**src/rtl/softmax_sequencer.sv**
```systemverilog
// softmax_sequencer: buffers one softmax vector, tracks its maximum, then replays it to the exp pass and the output pass.
module softmax_sequencer #(
  parameter int DATA_SIZE      = 32,
  parameter int NUMBER_OF_DATA = 10,
  parameter int ADDR_SIZE      = 4
) (
  input  logic                 clock_i,
  input  logic                 reset_i,
  input  logic                 start_i,
  input  logic [DATA_SIZE-1:0] data_i,
  output logic                 exp_valid_o,
  input  logic                 exp_ready_i,
  output logic [DATA_SIZE-1:0] exp_x_o,
  output logic [DATA_SIZE-1:0] exp_max_o,
  output logic                 exp_last_o,
  input  logic                 ln_valid_i,
  input  logic [DATA_SIZE-1:0] ln_sum_i,
  output logic                 out_valid_o,
  input  logic                 out_ready_i,
  output logic [DATA_SIZE-1:0] out_x_o,
  output logic [DATA_SIZE-1:0] out_max_o,
  output logic [DATA_SIZE-1:0] out_ln_o,
  output logic                 out_last_o,
  output logic                 busy_o,
  output logic                 done_o
);
  typedef enum logic [2:0] {IDLE, LOAD, EXP, WAIT_LN, OUT} state_t;
  localparam logic [ADDR_SIZE-1:0] LAST = ADDR_SIZE'(NUMBER_OF_DATA - 1);
  localparam logic [ADDR_SIZE-1:0] ONE  = ADDR_SIZE'(1);
  state_t               state_q, state_d;
  logic [ADDR_SIZE-1:0] idx_q, idx_d;
  logic [DATA_SIZE-1:0] max_q, max_d, ln_q, ln_d;
  logic [DATA_SIZE-1:0] buf_q [NUMBER_OF_DATA];
  logic                 buf_we;
  logic                 exp_valid_q, exp_valid_d, exp_last_q, exp_last_d;
  logic                 out_valid_q, out_valid_d, out_last_q, out_last_d;
  logic [DATA_SIZE-1:0] exp_x_q, exp_x_d, exp_max_q, exp_max_d;
  logic [DATA_SIZE-1:0] out_x_q, out_x_d, out_max_q, out_max_d;
  logic                 done_q, done_d;
  // Raw-bit float compare: +0 and -0 tie, negatives order by reversed magnitude.
  function automatic logic gt(input logic [DATA_SIZE-1:0] a, input logic [DATA_SIZE-1:0] b);
    return (a[DATA_SIZE-1] != b[DATA_SIZE-1])
      ? (!a[DATA_SIZE-1] && (a[DATA_SIZE-2:0] != '0 || b[DATA_SIZE-2:0] != '0))
      : (a[DATA_SIZE-1] ? (a < b) : (a > b));
  endfunction
  always_comb begin
    state_d = state_q;
    idx_d   = idx_q;
    max_d   = max_q;
    ln_d    = ln_q;
    buf_we  = 1'b0;
    done_d  = 1'b0;
    case (state_q)
      IDLE: if (start_i) begin
        buf_we  = 1'b1;
        max_d   = data_i;
        idx_d   = ONE;
        state_d = LOAD;
      end
      LOAD: begin
        buf_we  = 1'b1;
        max_d   = gt(data_i, max_q) ? data_i : max_q;
        idx_d   = (idx_q == LAST) ? '0 : idx_q + ONE;
        state_d = (idx_q == LAST) ? EXP : LOAD;
      end
      EXP: if (exp_ready_i) begin
        idx_d   = (idx_q == LAST) ? '0 : idx_q + ONE;
        state_d = (idx_q == LAST) ? WAIT_LN : EXP;
      end
      WAIT_LN: if (ln_valid_i) begin
        ln_d    = ln_sum_i;
        state_d = OUT;
      end
      OUT: if (out_ready_i) begin
        idx_d   = (idx_q == LAST) ? '0 : idx_q + ONE;
        state_d = (idx_q == LAST) ? IDLE : OUT;
        done_d  = (idx_q == LAST);
      end
      default: state_d = IDLE;
    endcase
    // Output registers load from the next index so a beat is presented the cycle its state begins.
    exp_valid_d = (state_d == EXP);
    exp_last_d  = exp_valid_d && (idx_d == LAST);
    exp_x_d     = exp_valid_d ? buf_q[idx_d] : exp_x_q;
    exp_max_d   = exp_valid_d ? max_d : exp_max_q;
    out_valid_d = (state_d == OUT);
    out_last_d  = out_valid_d && (idx_d == LAST);
    out_x_d     = out_valid_d ? buf_q[idx_d] : out_x_q;
    out_max_d   = out_valid_d ? max_d : out_max_q;
  end
  always_ff @(posedge clock_i) begin
    if (reset_i) begin
      state_q     <= IDLE;
      idx_q       <= '0;
      max_q       <= '0;
      ln_q        <= '0;
      exp_valid_q <= 1'b0;
      exp_last_q  <= 1'b0;
      exp_x_q     <= '0;
      exp_max_q   <= '0;
      out_valid_q <= 1'b0;
      out_last_q  <= 1'b0;
      out_x_q     <= '0;
      out_max_q   <= '0;
      done_q      <= 1'b0;
    end else begin
      state_q     <= state_d;
      idx_q       <= idx_d;
      max_q       <= max_d;
      ln_q        <= ln_d;
      exp_valid_q <= exp_valid_d;
      exp_last_q  <= exp_last_d;
      exp_x_q     <= exp_x_d;
      exp_max_q   <= exp_max_d;
      out_valid_q <= out_valid_d;
      out_last_q  <= out_last_d;
      out_x_q     <= out_x_d;
      out_max_q   <= out_max_d;
      done_q      <= done_d;
    end
  end
  always_ff @(posedge clock_i) begin
    if (buf_we) buf_q[idx_q] <= data_i;
  end
  assign exp_valid_o = exp_valid_q;
  assign exp_last_o  = exp_last_q;
  assign exp_x_o     = exp_x_q;
  assign exp_max_o   = exp_max_q;
  assign out_valid_o = out_valid_q;
  assign out_last_o  = out_last_q;
  assign out_x_o     = out_x_q;
  assign out_max_o   = out_max_q;
  assign out_ln_o    = ln_q;
  assign busy_o      = (state_q != IDLE);
  assign done_o      = done_q;
endmodule

```
**config.mk**
```make
export PLATFORM = sky130hd
export DESIGN_NAME = softmax_sequencer
export DESIGN_NICKNAME = d
export VERILOG_FILES = /design/src/rtl/softmax_sequencer.sv
export SDC_FILE = /design/constraint.sdc
export NUM_CORES = 1
export LEC_CHECK = 0
export CELL_PAD_IN_SITES_DETAIL_PLACEMENT = 2
export CELL_PAD_IN_SITES_GLOBAL_PLACEMENT = 2
export CORE_MARGIN = 10
export CORE_UTILIZATION = 39
export DETAILED_ROUTE_END_ITERATION = 10
export PLACE_DENSITY = 0.85
export SLEW_MARGIN = 10
export SYNTH_ARGS = -nofsm -noshare
export SYNTH_HDL_FRONTEND = slang
export SYNTH_SLANG_ARGS = --single-unit
export TNS_END_PERCENT = 50
```
**constraint.sdc**
```tcl
create_clock -name clock_i -period 8.27 [get_ports clock_i]
set_input_delay 2.481 -clock clock_i [delete_from_list [all_inputs] [get_ports clock_i]]
set_output_delay 2.481 -clock clock_i [all_outputs]
set_load 0.02 [all_outputs]
```
# After elaboration in Yosys (flattened, before gate mapping)
# Memories as Yosys holds them, arrays and structs flattened.
# Index checks and enable logic that the tools add are counted.
# word_totals
output_inout_bits	166
input_bits	70
reg_bits	204
ramBits	320
wordCells	61
memories	1
# memory_table
name	depth	word_bits	rd	rd_clocked_by_memory_dff	wr	line_no	source
buf_q	10	32	1	0	1	33	logic [DATA_SIZE-1:0] buf_q [NUMBER_OF_DATA];
# op_classes
eq_ne	9
mux	22
bitwise_logic	2
magnitude_cmp	2
n_reduce_logical	11
add_sub_neg	1
# op_table
operator	count
$mux W32	2
$pmux W32 S2	1
$reduce_bool A31 Y1	2
$gt A32 B32 Y1	1
$lt A32 B32 Y1	1
$mux W4	4
$pmux W4 S4	1
$mux W3	5
$pmux W3 S5	1
$eq A3 B2 Y1 const B	3
$eq A4 B4 Y1 const B	2
$eq A3 B3 Y1 const B	2
$mux W1	6
$add A4 B1 Y4 const B	1
$eq A3 B1 Y1 const B	1
$logic_and A1 B1 Y1	3
$logic_not A3 Y1	1
$reduce_bool A3 Y1	1
$reduce_or A3 Y1	1
$mux W2	1
$not A1 Y1	2
$pmux W1 S2	1
$reduce_and A2 Y1	1
$logic_not A1 Y1	1
2 further kinds	2

# Logic depth before layout (Yosys ltp)
# Gate-level depths: netlist of the first run.
# logic_depth
depth_word	6
depth_mapped	11
mapped_depth_nobuf	9

# Least setup slack after synthesis of the first run
# No wires, ideal clock.
# synth_path
kind	input-to-reg
startpoint	input port start_i
endpoint	memory buf_q[8][0], enable pin
path_slack_ns	1.674
cell_stages	4
required_ns	7.768
setup_time_ns	0.502
arrival_ns	6.094
path_buffers	1
path_cell_list	nor2_2 -> or3_1 -> buf_2 -> nor4_1
# synth_between
elab_chain_cells	4
# synth_lines
element	line_no	source
from (decl)	9	input logic start_i,
$mux W1	54	IDLE: if (start_i) begin
$pmux W1 S2	53	case (state_q)
$mux W1	123	if (buf_we) buf_q[idx_q] <= data_i;
$mux W1 (implied by the code)	123	
to (decl)	33	
# No other way between the ends.

# Worst setup path in the final report of the first run
# layout_path
startpoint	input port data_i[11]
endpoint	register exp_max_q[4] (netlist: exp_max_o[4])
# layout_between
elab_chain_cells	6
elab_cells_between_ends	9
classes_between	order compare (2); mux (4); reduce/logical (3)
# layout_lines
element	line_no	source
from (decl)	10	input logic [DATA_SIZE-1:0] data_i,
parallel branches: the longest is 3 deep, another holds $gt A32 B32 Y1	n/a	
$mux W1 *	43	? (!a[DATA_SIZE-1] && (a[DATA_SIZE-2:0] != '0 || b[DATA_SIZE-2:0] != '0))
$mux W32 *	62	max_d = gt(data_i, max_q) ? data_i : max_q;
$pmux W32 S2 *	53	
to (signal assigned)	114	exp_max_q <= exp_max_d;
to (decl)	37	logic [DATA_SIZE-1:0] exp_x_q, exp_x_d, exp_max_q, exp_max_d;
# Every way passes the cells marked *.
# A chain may end at the register's enable or synchronous reset.

==> results.json, run 1 <==
{
  "std_cell_rows": 85,
  "synth_nets": 1765,
  "grt_pass1_vias": 18060,
  "period_minus_slack_ns": 6.548,
  "crit_path_end_kind": "flip-flop",
  "firstDrtPassIters": 5,
  "finalHoldViolCount": 0,
  "port_buffers": 235,
  "worst_ep_arrival_time_ns": 7.04,
  "cts-buffers-inserted": 54,
  "io_pins": 236,
  "gr-total-overflow": 0,
  "synth_edf_count": 320,
  "critPathTopFamily": "compound AO/OA/AOI/OAI gates",
  "gp_congestion": 0.8386,
  "powerDensity_mw_per_mm2": 228.5,
  "place_area_mm2": 0.02424,
  "routed-via-count": 16100,
  "drive_above_1_share": 0.1143,
  "yosysSeqAreaShare": 0.6486,
  "crit_fanout": 25,
  "start_util": 0.3931,
  "clock_latency_ns": 0.63,
  "cts_tree": "yes",
  "netlist_area_mm2": 0.02111,
  "status": "finished, final reports clean",
  "fin_crit_sh": 0.7918,
  "crit_required_ns": 8.76,
  "dieArea_mm2": 0.06383,
  "clock-skew-final_ns": 0.02505,
  "rr_worst_depth": 7,
  "drcViolationCount": 0,
  "r2r_slack_ns": 4.07,
  "clock_sinks": 524,
  "crit_cells": 10,
  "ys.warnings.count": 0,
  "cts_resized": 0,
  "via_per_inst": 6.160,
  "cts_setup_buffers": 0,
  "setup_viol": 0,
  "antenna_found_initial": 2,
  "max_slew_margin": 0.1684,
  "fp.dieW_um": 252.7,
  "synthCells": 1663,
  "fill_cells": 5181,
  "tightest_slew_ns": 1.243,
  "grt_pass1_wl_mm": 124.1,
  "coreArea_mm2": 0.05371,
  "slew_viol_final": 0,
  "wl_per_cell_um": 31.88,
  "avgSynthCellArea_um2": 12.69,
  "hold_path_class": "flip-flop to flip-flop",
  "design_area_mm2": 0.02610,
  "antenna_left": 0,
  "fmax_mhz": 152.7,
  "rsz0062_at_grt": "no",
  "holdPathStages": 2,
  "clockBufferDepth": 3,
  "power_mw": 5.962,
  "ctsHoldBuffers": 0,
  "crit_type": "primary input to flip-flop",
  "drt_wl_total_mm": 83.31,
  "tns_ns": 0,
  "ctsHtreeMaxLevel": 2,
  "drt_iter0_markers": 1517,
  "synth_top_flop_cell": "edfxtp_1",
  "cpMaxStageDelayCell": "a41o_1",
  "clk_pin_slew_ns": 0.07,
  "vdd_drop_max_v": 0.0001548,
  "root_buffer": "clkbuf_16",
  "grt_use_total": 0.2586,
  "synthDistinctLibCells": 64,
  "async_reset_ff_frac": 0,
  "crit_chain": "clkdlybuf4s50_1 -> ha_1 -> nand4_1 -> nor2_1 -> a221o_1 -> o31ai_1 -> a41o_1 -> buf_4 -> o211ai_1 -> a311oi_1",
  "p_leak_nw": 8.510,
  "layout.nets": 1972,
  "dp_hpwl_mm": 50.79,
  "synth_seq_cells": 524,
  "die_h_um": 252.7,
  "synthToLayoutAreaGrowth_pct": 23.62,
  "path_buf_inv": 2,
  "grt_max_degree": 108,
  "crit_path_max_incr_delay_ns": 1.03,
  "crit_path_start_kind": "primary input",
  "cap_violations": 0
}
==> per-layer routing <==
| metal | up-vias | wire, µm | GRT usage |
|---|---|---|---|
| met4 | 0 | 2968 | 0.1020 |
| li1 | 6817 | - | - |
| met2 | 706 | 43160 | 0.4596 |
| met1 | 8394 | 32020 | 0.3096 |
| met3 | 178 | 5157 | 0.03773 |
| met5 | - | 0 | 0 |
==> final cells by class <==
cell class                 instances  area [µm²]  share of cell area
inverter                          39       146.4            0.005610
clock buffer                      81        1608             0.06161
clock inverter                    21       232.7            0.008918
multi-input combinational        971        6827              0.2616
antenna                            1       2.502          0.00009589
tap                              696       870.8             0.03337
timing repair buffer             280        2716              0.1041
sequential                       524       13690              0.5247
==> layout by cell type, fill, tap and decap left out, types with 9 or more instances in the layout <==
master	netlist	final
clkbuf_16	0	58
edfxtp_1	320	320
clkbuf_1	85	16
nand4_1	11	11
inv_1	39	38
ha_1	32	32
clkdlybuf4s50_1	0	234
o32ai_2	28	28
dfxtp_1	204	204
o22ai_1	31	31
nand3_1	73	73
nand2_1	141	141
o211ai_1	33	33
a21oi_1	153	152
a22oi_1	33	33
buf_4	7	43
o211a_1	31	31
nand3b_1	36	36
nand2b_1	36	35
o31ai_1	35	35
mux2i_1	32	32
nor4_1	22	21
a221o_1	33	33
mux2_2	32	32
nor2_1	50	44
o21ai_0	35	35
clkinv_2	0	9
a311oi_1	32	32
==> through the flow <==
| stage | utilization | instances | worst slack [ns] | hold WS (ns) |
|---|---|---|---|---|
| floorplan | - | 1663 | 1.674 | 0.4496 |
| global placement | 0.4514 | 2510 | 1.767 | 0.4413 |
| detailed placement | 0.4514 | 2510 | 1.345 | 0.4488 |
| CTS | 0.4857 | 2612 | 1.903 | 0.4620 |
| global route | 0.4859 | 2613 | 1.601 | 0.4763 |
| finish | 0.4859 | 2613 | 1.722 | 0.4575 |
==> power by group <==
| group | switching (mW) | leakage [nW] | internal, mW | total, mW |
|---|---|---|---|---|
| Sequential | 0.0409 | 4.56 | 2.82 | 2.86 |
| Clock | 1.08 | 0.897 | 1.50 | 2.58 |
| Combinational | 0.349 | 3.06 | 0.174 | 0.523 |
==> worst paths after layout <==
check                                               start                   endpoint
worst min register to register  out_ln_o[31]$_SDFFE_PP0P_  out_ln_o[31]$_SDFFE_PP0P_
worst min-delay path            out_ln_o[31]$_SDFFE_PP0P_  out_ln_o[31]$_SDFFE_PP0P_
worst max register to register      state_q[2]$_SDFF_PP0_   out_x_o[21]$_SDFFE_PP0P_
worst max-delay path                           data_i[11]  exp_max_o[4]$_SDFFE_PP0P_
==> synth_stat cells, drive strengths merged (36+ instances only) <==
cell type,n,share of area
a21oi,154,0.037
buf,43,0.013
clkbuf,86,0.015
dfxtp,204,0.19
edfxtp,320,0.46
inv,39,0.0069
nand2,141,0.025
nand2b,36,0.011
nand3,73,0.017
nand3b,36,0.013
nor2,52,0.0095
==> logic make-up after synthesis <==
family,share of synthesized area
mux,0.03278
xor+xnor,0.0004150
compound gates,0.1681
flops,0.6486
fa+ha+maj,0.01897
buf+inv,0.03509
simple gates,0.09602
==> state kept, by name (all words and copies together), names as in the netlist <==
register     flops
exp_x_o         32
out_last_o       1
buf_q          320
out_valid_o      1
exp_last_o       1
idx_q            4
out_ln_o        32
out_x_o         32
state_q          3
exp_max_o       32
out_max_o       32
max_q           32
done_o           1
exp_valid_o      1
==> tightest hold or removal path: stages (launching register included) <==
cell and delay [ns]:
dfxtp_1 0.31, nand2_1 0.05, a21oi_1 0.05
(Power assumes the default switching activity.)
==> run 2, diff against run 1 <==
CORE_UTILIZATION = 35   (was 39)
PLACE_DENSITY = 0.81   (was 0.85)
clock period = 5.5 ns   (was 8.27 ns; I/O delays follow)
==> run 2 against run 1 <==
Compared with the run above: cell count up 4.3%; largest power group unchanged; highest routed layer is now met5; sequential power is 50% higher; die area up 11%; wire length increased by 0.45%; register-to-register slack got worse by 2.3 ns; global-route usage decreased by 2.7 points; critical path depth stayed put; design area grew 1.7%; count of clock-buffer cells in the layout decreased by 1; via count down 0.60%; core utilization decreased by 3.9 points; non-clock buffer count rose by 34.
==> results.json, run 2 (same netlist as run 1, synthesis figures left out) <==
{
  "rr_worst_depth": 10,
  "antenna_found_initial": 3,
  "tns_ns": 0,
  "drt_wl_total_mm": 83.69,
  "layout.nets": 2006,
  "final_cell_mix": "320 x edfxtp_1, 234 x clkdlybuf4s50_1, 204 x dfxtp_1",
  "ctsHtreeMaxLevel": 2,
  "holdPathStages": 2,
  "seqPwrFrac": 0.470,
  "gp_congestion": 0.8229,
  "crit_required_ns": 6.01,
  "port_buffers": 235,
  "start_util": 0.3557,
  "dieArea_mm2": 0.07054,
  "cts_setup_buffers": 0,
  "power_frac_comb": 0.089,
  "powerDensity_mw_per_mm2": 344.7,
  "finalHoldViolCount": 0,
  "final_common_cell": "edfxtp_1",
  "via_per_inst": 5.871,
  "slew_viol_final": 0,
  "crit_type": "primary input to flip-flop",
  "gr-total-overflow": 0,
  "crit_fanout": 17,
  "drive_above_1_share": 0.1333,
  "worst_ep_arrival_time_ns": 5.21,
  "clockPowerShare": 0.441,
  "p_int_mw": 6.906,
  "dpl_worst_slack_ns": 0.2722,
  "root_buffer": "clkbuf_16",
  "fin_crit_sh": 0.8541,
  "period_minus_slack_ns": 4.698,
  "rsz0062_at_grt": "no",
  "drcViolationCount": 0,
  "ctsHoldBuffers": 0,
  "clockBufferDepth": 3,
  "fmax_mhz": 212.9,
  "hold_path_class": "flip-flop to flip-flop",
  "finalWorstSetupSlack_ns": 0.8024,
  "synthToLayoutAreaGrowth_pct": 25.68,
  "fp.dieW_um": 265.6,
  "grt_pass1_wl_mm": 123.0,
  "drt_iter0_markers": 1451,
  "dp_hpwl_mm": 53.28,
  "clk_pin_slew_ns": 0.06,
  "cts_tree": "yes",
  "cts_resized": 0,
  "grt_max_degree": 97,
  "cts-buffers-inserted": 54,
  "status": "finished, final reports clean",
  "std_cell_rows": 89,
  "p_leak_nw": 8.745,
  "sw_frac_of_total": 0.2448,
  "die_h_um": 265.6,
  "crit_path_end_kind": "flip-flop",
  "tightest_slew_ns": 1.144,
  "cap_violations": 0,
  "grt_use_total": 0.2318,
  "max_slew_margin": 0.2375,
  "largest_reg_flops": 320,
  "antenna_left": 0,
  "firstDrtPassIters": 5,
  "grt_pass1_vias": 17920,
  "vdd_drop_max_v": 0.0002302,
  "clock-skew-final_ns": 0.02582,
  "io_pins": 236,
  "crit_path_start_kind": "primary input",
  "switchingPower_mw": 2.239,
  "wl_per_cell_um": 30.71,
  "top_register": "buf_q",
  "clock_sinks": 524,
  "coreArea_mm2": 0.05935,
  "routed-via-count": 16000,
  "clock_latency_ns": 0.64,
  "setup_viol": 0
}
## run 2: changes by cell type in the layout (fill, tap and decap cells not counted), moves of 3 or more
| cell | previous run | this run |
|---|---|---|
| clkbuf_1 | 16 | 10 |
| clkinvlp_4 | 3 | 0 |
| clkbuf_8 | 7 | 14 |
| buf_4 | 43 | 75 |
## run 2: worst max-delay path, stage by stage
cell             delay [ns]
clkdlybuf4s50_1        0.43
ha_1                   0.35
a21oi_1                0.17
nand2_1                0.08
a221o_1                0.46
o31ai_1                0.52
a41o_1                 0.76
buf_4                  0.32
o211ai_1               0.15
a311oi_1               0.31
## run 2: final timing paths
kind | startpoint | endpoint | slack, ns
max | data_i[14] | exp_max_o[13]$_SDFFE_PP0P_ | 0.80
min | out_ln_o[6]$_SDFFE_PP0P_ | out_ln_o[6]$_SDFFE_PP0P_ | 0.45
max reg2reg | max_q[5]$_SDFF_PP0_ | exp_max_o[13]$_SDFFE_PP0P_ | 1.75
min reg2reg | out_ln_o[6]$_SDFFE_PP0P_ | out_ln_o[6]$_SDFFE_PP0P_ | 0.45
## run 2: layer usage
layer / share of wire / global-route usage / vias up
li1: - / - / 6854
met1: 0.39 / 0.2796 / 8353
met2: 0.51 / 0.4090 / 620
met3: 0.058 / 0.03866 / 170
met4: 0.036 / 0.08771 / 2
met5: 0.00013 / 0 / -
## run 2: stage by stage
stage	hold slack (ns)	total power, mW	std cells	util	area, µm²
detailed placement	0.4525	5.172	2621	0.4144	24590
global placement	0.4413	5.101	2621	0.4144	24590
global route	0.4768	9.410	2724	0.4470	26530
CTS	0.4615	9.187	2723	0.4469	26530
floorplan	0.4496	4.796	1663	-	21120
finish	0.4546	9.144	2725	0.4470	26530
## run 2: cell type report
class	count	area, µm²
flip-flops and latches	524	13690
inverters	39	146.4
clock buffers	80	1632
multi-input cells	971	6792
well taps	773	967.2
fillers	5842	32820
diodes	2	5.005
clock inverters	22	300.3
repair buffers	314	2997
## run 2: power groups by stage
stage / sequential (mW) / combinational (mW) / clock (mW)
2_1_floorplan: 4.35 / 0.445 / 0
3_3_place_gp: 4.37 / 0.729 / 0
4_1_cts: 4.30 / 0.805 / 4.08
5_1_grt: 4.30 / 0.864 / 4.24
6_report: 4.30 / 0.814 / 4.03
3_5_place_dp: 4.38 / 0.788 / 0
==> run 3, diff against run 2 <==
CELL_PAD_IN_SITES_DETAIL_PLACEMENT = unset   (was 2)
CELL_PAD_IN_SITES_GLOBAL_PLACEMENT = unset   (was 2)
CORE_UTILIZATION = 51   (was 35)
SLEW_MARGIN = unset   (was 10)
==> run 3 against run 2 <==
Compared with the run above: core utilization rose by 19 points; clock power fell by 12%; via count fell by 3.1%; sequential power about the same; clock skew fell by 0.0090 ns; non-clock buffer count is 4 lower; register-to-register slack gained 0.09 ns; critical path depth did not move; worst hold slack worse by 0.0034 ns; highest routed layer is now met4.
==> results.json, run 3 (same netlist as run 1, synthesis figures left out) <==
{
  "status": "finished, final reports clean",
  "ctsHoldBuffers": 0,
  "root_buffer": "clkbuf_16",
  "start_util": 0.5158,
  "antenna_left": 0,
  "antenna_found_initial": 1,
  "clock-skew-final_ns": 0.01684,
  "setup_viol": 0,
  "crit_required_ns": 5.99,
  "cap_violations": 0,
  "crit_fanout": 32,
  "worst_ep_arrival_time_ns": 4.94,
  "clockBufferDepth": 3,
  "crit_type": "primary input to flip-flop",
  "wl_per_cell_um": 25.12,
  "ctsHtreeMaxLevel": 2,
  "grt_use_total": 0.2388,
  "fill_cells": 3025,
  "max_slew_margin": 0.1674,
  "crit_path_end_kind": "flip-flop",
  "drcViolationCount": 0,
  "clock_sinks": 524,
  "coreArea_mm2": 0.04092,
  "synthToLayoutAreaGrowth_pct": 22.91,
  "slew_viol_final": 0,
  "clk_pin_slew_ns": 0.06,
  "drt_iter0_markers": 1903,
  "layout.nets": 1999,
  "p_leak_nw": 8.581,
  "period_minus_slack_ns": 4.459,
  "design_area_mm2": 0.02595,
  "via_per_inst": 6.281,
  "grt_pass1_vias": 15360,
  "fp.dieW_um": 223.5,
  "cts_tree": "yes",
  "tns_ns": 0,
  "routed-via-count": 15510,
  "firstDrtPassIters": 7,
  "final_common_cell": "edfxtp_1",
  "hold_path_class": "flip-flop to flip-flop",
  "rsz0062_at_grt": "no",
  "clock_latency_ns": 0.60,
  "grt_max_degree": 89,
  "finalHoldViolCount": 0,
  "crit_path_start_kind": "primary input",
  "insertedDiodeCount": 0,
  "die_h_um": 223.5,
  "port_buffers": 235,
  "grt_pass1_wl_mm": 93.72,
  "cts-buffers-inserted": 51,
  "place_area_mm2": 0.02428,
  "tightest_slew_ns": 1.248,
  "fin_crit_sh": 0.8107,
  "gr-total-overflow": 0,
  "top_register": "buf_q",
  "io_pins": 236,
  "drt_wl_total_mm": 62.02,
  "final_cell_mix": "320 x edfxtp_1, 234 x clkdlybuf4s50_1, 204 x dfxtp_1",
  "powerDensity_mw_per_mm2": 330.4,
  "dieArea_mm2": 0.04993,
  "gp_congestion": 0.8653,
  "vdd_drop_max_v": 0.0002204,
  "drive_above_1_share": 0.1244,
  "cts_resized": 0,
  "std_cell_rows": 74,
  "largest_reg_flops": 320,
  "fmax_mhz": 224.3,
  "dp_hpwl_mm": 39.49,
  "cts_setup_buffers": 0
}
-- run 3: final timing paths --
| kind | startpoint | end | slack (ns) | cells after the start |
|---|---|---|---|---|
| setup / recovery | data_i[23] | exp_max_o[29]$_SDFFE_PP0P_ | 1.04 | 10 |
| hold reg to reg | out_ln_o[18]$_SDFFE_PP0P_ | out_ln_o[18]$_SDFFE_PP0P_ | 0.45 | 2 |
| hold / removal | out_ln_o[18]$_SDFFE_PP0P_ | out_ln_o[18]$_SDFFE_PP0P_ | 0.45 | 2 |
| setup reg to reg | idx_q[0]$_SDFF_PP0_ | out_x_o[3]$_SDFFE_PP0P_ | 1.84 | 8 |
-- run 3: final cells by class --
class	instances	area [µm²]	area share
clock buffers	63	1341	0.05169
clock inverters	30	330.3	0.01273
inverters	39	146.4	0.005642
multi-input cells	971	6792	0.2617
flip-flops and latches	524	13690	0.5277
well taps	532	665.6	0.02565
repair buffers	310	2979	0.1148
-- run 3: report_power, final --
part	internal (mW)	switching, mW
Combinational	0.282	0.466
Clock	2.06	1.48
Sequential	4.24	0.0490
Total	6.58	2.00
-- run 3: per-layer routing --
metal  global-route usage  vias up  wire length, µm
met3              0.05178      150             6998
li1                     -     6849                -
met2               0.3739      916            28970
met4              0.09656        0             2126
met1               0.3167     7593            23930
met5                    0        -                0
-- run 3: worst max-delay path: stages --
cell and delay (ns):
clkdlybuf4s50_1 0.61, ha_1 0.43, a21oi_1 0.18, o21ai_0 0.12, a221oi_1 0.33, nor3b_1 0.51, a211o_1 0.22, buf_4 0.35
nand3_1 0.19, a311oi_1 0.32
-- run 3: stage by stage --
stage	std cells	hold WS (ns)	setup slack [ns]	utilization	power (mW)
after floorplan	1663	0.4496	0.3031	-	4.796
final	2469	0.4512	1.041	0.6340	8.574
after global routing	2469	0.4646	0.8486	0.6340	8.813
after global placement	2376	0.4387	0.7052	0.5932	5.071
after detailed placement	2376	0.4445	0.5621	0.5932	5.099
after CTS	2469	0.4553	1.172	0.6340	8.583
